<file path="config.mk">
export PLATFORM = sky130hd
export DESIGN_NAME = id_free_list
export DESIGN_NICKNAME = d
export VERILOG_FILES = /design/src/rtl/mpu_pkg.sv /design/src/rtl/id_ring_buffer.sv /design/src/rtl/id_free_list.sv
export SDC_FILE = /design/constraint.sdc
export NUM_CORES = 1
export LEC_CHECK = 0
export CAP_MARGIN = 10
export CORE_AREA = 4 4 113 115
export CTS_CLUSTER_DIAMETER = 80
export DETAILED_ROUTE_END_ITERATION = 6
export DIE_AREA = 0 0 117 119
export MAX_ROUTING_LAYER = met4
export PLACE_DENSITY = 0.63
export SYNTH_ARGS = -nofsm -noshare
export SYNTH_HDL_FRONTEND = slang
export SYNTH_HIERARCHICAL = 1
export SYNTH_SLANG_ARGS = --single-unit
</file>
<file path="constraint.sdc">
create_clock -name clk -period 2.6 [get_ports clk]
set_input_delay 0.78 -clock clk [delete_from_list [all_inputs] [get_ports clk]]
set_output_delay 0.78 -clock clk [all_outputs]
set_load 0.01 [all_outputs]
</file>
<file path="src/rtl/mpu_pkg.sv">
// Shared types and defaults for the MPU ID allocation logic.
// Holds the free-list FSM encoding and default ID sizing.
package mpu_pkg;

  localparam int unsigned NUM_IDS_DEF = 16;
  localparam int unsigned ID_W_DEF = $clog2(NUM_IDS_DEF);

  typedef logic [ID_W_DEF-1:0] id_t;
  typedef logic [ID_W_DEF:0] id_cnt_t;

  typedef enum logic {
    ST_INIT = 1'b0,
    ST_RUN  = 1'b1
  } fl_state_t;

endpackage

</file>
<file path="src/rtl/id_ring_buffer.sv">
// Register-based circular ID store with head/tail pointers.
// Pointers wrap by natural overflow; clr rewinds both to zero.
module id_ring_buffer #(
  parameter int NUM_IDS = 16,
  parameter int ID_W = $clog2(NUM_IDS)
) (
  input  logic            clk,
  input  logic            rst_n,
  input  logic            clr,
  input  logic            wr_en,
  input  logic [ID_W-1:0] wr_id,
  input  logic            rd_en,
  output logic [ID_W-1:0] rd_id
);

  logic [ID_W-1:0] mem [NUM_IDS];
  logic [ID_W-1:0] head;
  logic [ID_W-1:0] tail;

  always_ff @(posedge clk or negedge rst_n) begin
    if (!rst_n) begin
      head <= '0;
      tail <= '0;
    end else if (clr) begin
      head <= '0;
      tail <= '0;
    end else begin
      if (wr_en) tail <= tail + 1'b1;
      if (rd_en) head <= head + 1'b1;
    end
  end

  // Contents are don't-care until written, so no reset.
  always_ff @(posedge clk) begin
    if (wr_en && !clr) mem[tail] <= wr_id;
  end

  assign rd_id = mem[head];

endmodule

</file>
<file path="src/rtl/id_free_list.sv">
// Free list of NUM_IDS IDs: init fill, alloc/free handshakes,
// ownership tracking and sticky double-free detection.
module id_free_list
  import mpu_pkg::*;
#(
  parameter int NUM_IDS = NUM_IDS_DEF,
  parameter int LOW_WATER = 2,
  localparam int ID_W = $clog2(NUM_IDS)
) (
  input  logic            clk,
  input  logic            rst_n,
  input  logic            flush,
  output logic            alloc_valid,
  input  logic            alloc_ready,
  output logic [ID_W-1:0] alloc_id,
  input  logic            free_valid,
  output logic            free_ready,
  input  logic [ID_W-1:0] free_id,
  output logic [ID_W:0]   count,
  output logic            empty,
  output logic            full,
  output logic            low_water,
  output logic            init_done,
  output logic            err_double_free,
  input  logic            err_clear
);

  fl_state_t state;
  logic [ID_W-1:0] init_ptr;
  logic [ID_W:0] count_q;
  logic [NUM_IDS-1:0] owned;
  logic err_q;

  logic in_run;
  logic in_init;
  logic pop;
  logic free_ok;
  logic dbl_free;
  logic rb_wr;
  logic rb_rd;
  logic [ID_W-1:0] rb_wr_id;
  logic [ID_W:0] inc;
  logic [ID_W:0] dec;

  assign in_run = (state == ST_RUN);
  assign in_init = (state == ST_INIT);
  assign pop = in_run && (count_q != '0) && alloc_ready;
  assign free_ok = in_run && free_valid && owned[free_id];
  assign dbl_free = in_run && free_valid && !owned[free_id];

  assign rb_wr = !flush && (in_init || free_ok);
  assign rb_rd = !flush && pop;
  assign rb_wr_id = in_init ? init_ptr : free_id;
  assign inc = {{ID_W{1'b0}}, free_ok};
  assign dec = {{ID_W{1'b0}}, pop};

  id_ring_buffer #(
    .NUM_IDS(NUM_IDS),
    .ID_W(ID_W)
  ) u_ring (
    .clk(clk),
    .rst_n(rst_n),
    .clr(flush),
    .wr_en(rb_wr),
    .wr_id(rb_wr_id),
    .rd_en(rb_rd),
    .rd_id(alloc_id)
  );

  // owned=1 means the ID is outside the list (held by a consumer).
  always_ff @(posedge clk or negedge rst_n) begin
    if (!rst_n) begin
      state <= ST_INIT;
      init_ptr <= '0;
      count_q <= '0;
      owned <= '1;
    end else if (flush) begin
      state <= ST_INIT;
      init_ptr <= '0;
      count_q <= '0;
      owned <= '1;
    end else begin
      unique case (state)
        ST_INIT: begin
          owned[init_ptr] <= 1'b0;
          init_ptr <= init_ptr + 1'b1;
          count_q <= count_q + 1'b1;
          if (init_ptr == ID_W'(NUM_IDS - 1)) state <= ST_RUN;
        end
        ST_RUN: begin
          if (pop) owned[alloc_id] <= 1'b1;
          if (free_ok) owned[free_id] <= 1'b0;
          count_q <= count_q + inc - dec;
        end
      endcase
    end
  end

  always_ff @(posedge clk or negedge rst_n) begin
    if (!rst_n) err_q <= 1'b0;
    else if (dbl_free) err_q <= 1'b1;
    else if (err_clear) err_q <= 1'b0;
  end

  assign count = count_q;
  assign alloc_valid = in_run && (count_q != '0);
  assign free_ready = in_run;
  assign init_done = in_run;
  assign empty = (count_q == '0);
  assign full = (count_q == (ID_W+1)'(NUM_IDS));
  assign low_water = (count_q <= (ID_W+1)'(LOW_WATER));
  assign err_double_free = err_q;

endmodule

</file>
# --- Word level (Yosys, flattened, before mapping) ---
# Memories as Yosys holds them, arrays and structs flattened.
# Index checks and enable logic that the tools add are counted.
# Widths: inputs -> output; s select.
totals:
  ff_bits: 35
  mem_bits_rw: 64
  inputBits: 10
  output_inout_bits: 16
  word_cells: 79
  n_memories: 1
memory_table:
  columns: ["name", "words", "word_bits", "read_ports", "rd_clocked_by_memory_dff", "write_ports", "line", "text"]
  rows:
  - ["u_ring.mem", 16, 4, 1, 0, 1, "id_ring_buffer.sv:16", "logic [ID_W-1:0] mem [NUM_IDS];"]
classes:
  n_addsub: 6
  n_lt_le_gt_ge: 7
  eq_ne: 3
  mux: 30
  n_bitwise: 6
  n_reduce_logical: 19
ops:
  columns: ["op", "count"]
  rows:
  - ["$mux 16", 5]
  - ["$and 16x16->16", 2]
  - ["$not 16->16", 2]
  - ["$pmux 16 s2", 1]
  - ["$mux 4", 7]
  - ["$or 16x16->16", 1]
  - ["$lt 4x5->1 const B", 3]
  - ["$add 4x1->4 const B", 3]
  - ["$demux 1 s4", 3]
  - ["$ge 4x1->1 const B", 3]
  - ["$logic_and 1x1->1", 11]
  - ["$mux 1", 11]
  - ["$pmux 5 s2", 1]
  - ["$reduce_bool 2->1", 3]
  - ["$add 5x1->5", 1]
  - ["$add 5x1->5 const B", 1]
  - ["$eq 5x5->1 const B", 1]
  - ["$le 5x2->1 const B", 1]
  - ["$logic_not 5->1", 1]
  - ["$mux 5", 1]
  - ["$reduce_bool 5->1", 1]
  - ["$sub 5x1->5", 1]
  - ["$bmux 1 s4", 1]
  - ["$eq 4x4->1 const B", 1]
  - ["4 further kinds", 5]

# --- Longest topological paths before layout ---
# An unclocked memory read counts as a cell.
depth:
  ltp_word: 13
  mapped_depth: 15
  mapped_depth_nobuf: 13

# --- Modules after synthesis ---
# Netlist, hierarchy kept.
modules_own_cells:
  columns: ["module", "instances", "cells_per_inst", "area_per_inst_um2"]
  rows:
  - ["id_ring_buffer", 1, 171, 2985.4]
  - ["id_free_list", 1, 256, 2234.6]

# --- Worst setup path before layout ---
# OpenSTA, ideal clock, no wires.
synth_path:
  path_type: "input to register"
  start: "in free_id[1]"
  end: "reg count_q[4], in the netlist count[4]"
  arrival_ps: 3176
  required_ps: 2506
  path_slack_ps: -670
  cell_stages: 14
  cell_sequence: "buf_6 -> buf_4 -> mux2i_1 -> a2111oi_2 -> o21bai_1 -> ha_1 -> inv_1 -> ha_1 -> inv_1 -> fa_1 -> o21bai_1 -> a21oi_1 -> xnor2_1 -> a211oi_1"
synth_between:
  elab_chain_len: 7
synth_lines:
  columns: ["element", "line", "text"]
  rows:
  - ["from (decl)", "id_free_list.sv:18", "input logic [ID_W-1:0] free_id,"]
  - ["$bmux 1 s4", "id_free_list.sv:48", "assign free_ok = in_run && free_valid && owned[free_id];"]
  - ["$mux 1 (implied by the code)", "id_free_list.sv:48", null]
  - ["$logic_and 1x1->1", "id_free_list.sv:48", null]
  - ["$add 5x1->5", "id_free_list.sv:93", "count_q <= count_q + inc - dec;"]
  - ["$sub 5x1->5", "id_free_list.sv:93", null]
  - ["$pmux 5 s2", "id_free_list.sv:83", "unique case (state)"]
  - ["$mux 5", "id_free_list.sv:77", "end else if (flush) begin"]
  - ["to (signal assigned)", "id_free_list.sv:87", "count_q <= count_q + 1'b1;"]
  - ["to (signal assigned)", "id_free_list.sv:93", null]
  - ["to (decl)", "id_free_list.sv:30", "logic [ID_W:0] count_q;"]
# Every way passes these cells. The select of a mux whose other input is x is not followed.
# A chain may end at the register's enable or synchronous reset.

# --- Final worst setup path ---
# Same ends and word-level chain as after synthesis.

==> results.txt <==
Worst path top cell family by delay -> compound AO/OA/AOI/OAI gates
dpl ws -> -1.29 ns
gr busiest metal -> met2
leakage power -> 2.55 nW
crit path cell chain -> buf_8, buf_6, mux2_4, o31ai_4, nor3_2, o21bai_2, ha_4, inv_4, ha_4, inv_2, fa_2, o21bai_1, a21oi_2, xnor2_1, a211oi_1
die area -> 13,900 sq um
Syn Nets -> 460
DP Wirelength -> 9630 microns
area of the core -> 11,800 sq um
Pins Over Slew Limit -> 0
CP most frequent cell -> ha_4
commonest non-fill, non-tap cell in the layout -> buf_4
CTS buffer count -> 9
DR pass1 iterations -> 5
non-filler cells, final -> 682
Syn Inst Count -> 427
met1 Use GR -> 0.283
fillers -> 950
CP Launch Type -> input port
status -> finished with violations
met3 Resource Use GR -> 0.0605
grt ovf -> 0
Vias/cell -> 5.85
failing checks -> setup timing
Critical R2R Launch -> owned[2]$_DFF_PN1_
initial antenna violation count -> 0
CTS tree -> done
count of different cell masters after synthesis -> 54
Final min period -> 2.94 ns
peak supply drop -> 0.387 mV
hold_buf cts -> 0
Rows -> 40
Slew headroom -> 0.472
worst setup margin -> -0.335 ns
Netlist Area Pre-Place -> 5220 sq um
DRT antenna net count -> 0
critical path's slowest cell -> fa_2
diode count -> 0
Horiz. Die Dim -> 117 microns
GR Layer Usage met2 -> 0.316
clk sink count -> 99
dpl cell area -> 6310 sq um
Max Cap Viol -> 0
area of the multi-input gates -> 2500 sq um
Critical Path AT -> 3.20 ns
die height -> 119 microns
top_reg_cell synth -> edfxtp_1
Mean Syn Cell Area -> 12.2 sq um
Skew-Pair Late Insertion Delay -> 0.35 ns
Ports -> 26
r2r worst-path depth -> 13
Req. time, crit path -> 2.86 ns
Sequential cell area -> 2820 sq um
Area Growth Syn to Fin -> 32.2%
I/O Buffers -> 25
crit path max fanout -> 6
crit end category -> flip-flop
Hold/Removal Path Class -> in -> async
clk_skew -> 0.00927 ns
worst slew pin tran -> 0.792 ns
initial drt markers -> 292
RR Endpoint -> count[4]$_DFF_PN0_
Clock Root Buffer -> clkbuf_16
Hold Vio Cnt, Final -> 0
DRC viols -> 0
Routed WL -> 13,500 microns
global-route wire length before repair -> 21,900 microns
FMAX -> 0.341 GHz
Cell Pwr Density -> 517 nW/um^2
largest net degree at the start of global routing -> 36
DP Cell Count -> 657
fraction of layout cells with a size suffix above 1 -> 0.402
Nets -> 564
Starting Density -> 0.442
WL/cell -> 19.9 microns
r2r setup slk -> -0.19 ns
GPL Wtd Cong -> 0.965
Seq/Total Area, Yosys -> 0.540
Setup Viol. Count Final -> 32
Total Power -> 3.57 mW
GR Util All Layers -> 0.211
Clock transition at path regs -> 0.07 ns
critical setup path kind -> in -> reg
Yosys reg bits -> 99
fin crit share -> 1.13
setup TNS -> -2.51 ns
routed vias -> 3,993
number of global-route vias before repair -> 4,105
Max clock buf depth -> 2
CP Buf/Inv Count -> 4
EDFF count, synth -> 64
RSZ-0062 raised after global routing -> yes
deepest level of the CTS H-tree -> 3
most frequent cells in the layout -> buf_4 (80), edfxtp_1 (64), nand2_1 (28)
CP max stage delay -> 0.34 ns
Ys Warns -> 6
ys async rst share -> 0.354
design area -> 6900 sq um
-- registers in the layout, indices dropped and copies added (netlist names) --
register         cells
u_ring/mem          64
u_ring/head          4
u_ring/tail          4
free_ready           1
owned               16
count                5
err_double_free      1
init_ptr             4
-- layer usage --
metal / vias up / wire [microns]
met5: - / 0
met4: 0 / 331
met3: 31 / 927
met2: 162 / 6480
met1: 1998 / 5800
li1: 1802 / -
-- worst max-delay path by stage --
| stage | cells past startpoint | startpoint | slack [ns] | end |
|---|---|---|---|---|
| detailed placement | 15 | free_id[1] | -1.29 | count[4]$_DFF_PN0_ |
| global placement | 15 | free_id[1] | -1.29 | count[4]$_DFF_PN0_ |
| global route | 15 | free_id[1] | -0.43 | count[4]$_DFF_PN0_ |
| floorplan | 14 | free_id[1] | -0.51 | count[4]$_DFF_PN0_ |
| finish | 15 | free_id[1] | -0.34 | count[4]$_DFF_PN0_ |
| CTS | 14 | free_id[1] | -0.39 | count[4]$_DFF_PN0_ |
-- worst register-to-register path: cells and delay by family (launching register included) --
family	cells	cell delay [ns]
adder cells (fa/ha/maj)	3	0.71
AND/OR/NAND/NOR	1	0.04
AO/OA/AOI/OAI	5	0.94
multiplexers	1	0.27
XOR/XNOR	1	0.12
buffers and inverters	2	0.08
flip-flops	1	0.55
-- cell type report --
| class | count | share of cell area |
|---|---|---|
| flip-flops and latches | 99 | 0.408 |
| multi-input cells | 282 | 0.363 |
| repair buffers | 120 | 0.151 |
| clock buffers | 9 | 0.0326 |
| well taps | 147 | 0.0266 |
| inverters | 19 | 0.0107 |
| clock inverters | 6 | 0.00816 |
-- metrics by stage --
step,hold WS (ns),util
global placement,0.525,0.534
global route,0.568,0.584
floorplan,0.460,-
CTS,0.540,0.573
finish,0.509,0.584
detailed placement,0.539,0.534
-- what timing repair did --
item,in CTS,in global routing
resized for setup,71,27
pin swaps,23,17
endpoints found under the hold margin,0,0
endpoints found under the setup margin,81,54
setup buffers,10,2
-- cell usage after synthesis (2+ instances only) --
cell,instances,area share
and3_1,3,0.0036
buf_1,3,0.0022
mux2_2,4,0.0086
a41oi_1,3,0.0050
a2111oi_2,2,0.0058
xor2_1,7,0.012
dfstp_2,16,0.081
a21o_1,2,0.0029
mux2i_1,5,0.0096
a211oi_1,5,0.0072
xnor2_1,8,0.013
nor4_1,4,0.0048
mux4_2,12,0.052
buf_4,2,0.0029
nand2_1,32,0.023
a211o_1,2,0.0034
nand2b_1,5,0.0060
nor2_1,37,0.027
nand3b_1,4,0.0058
o221ai_1,2,0.0034
a31oi_1,12,0.014
nor3_1,13,0.012
nand4_1,4,0.0048
o21bai_1,4,0.0058
o21ai_0,18,0.017
mux4_1,5,0.025
clkbuf_1,12,0.0086
a32o_1,2,0.0038
nand3_1,17,0.016
inv_1,19,0.014
nor2b_1,11,0.013
dfrtp_1,19,0.091
a22oi_1,7,0.010
ha_1,22,0.053
edfxtp_1,64,0.37
a311o_1,3,0.0058
a311oi_1,3,0.0050
buf_2,7,0.0067
buf_6,2,0.0043
o41a_1,2,0.0043
a21oi_1,10,0.0096
-- power by group --
| part | internal [mW] | leakage, nW | total [mW] | switching, mW |
|---|---|---|---|---|
| Sequential | 1.73 | 1.02 | 1.76 | 0.0312 |
| Combinational | 0.240 | 1.40 | 0.525 | 0.285 |
| Clock | 0.664 | 0.136 | 1.28 | 0.616 |
| Total | 2.64 | 2.55 | 3.57 | 0.932 |
-- cells by family (layout without fill, tap and decap cells) --
group,Yosys count,after routing,synth area share
and+or+nand+nor,135,135,0.124
buffers and inverters,46,154,0.0422
xor gates and xnor gates,15,15,0.0252
AOI/OAI and AO/OA,82,82,0.114
adders and majority gates,23,23,0.0566
muxes,27,27,0.0980
DFF,99,99,0.540
Note: power is estimated with default switching activity, not from simulation.
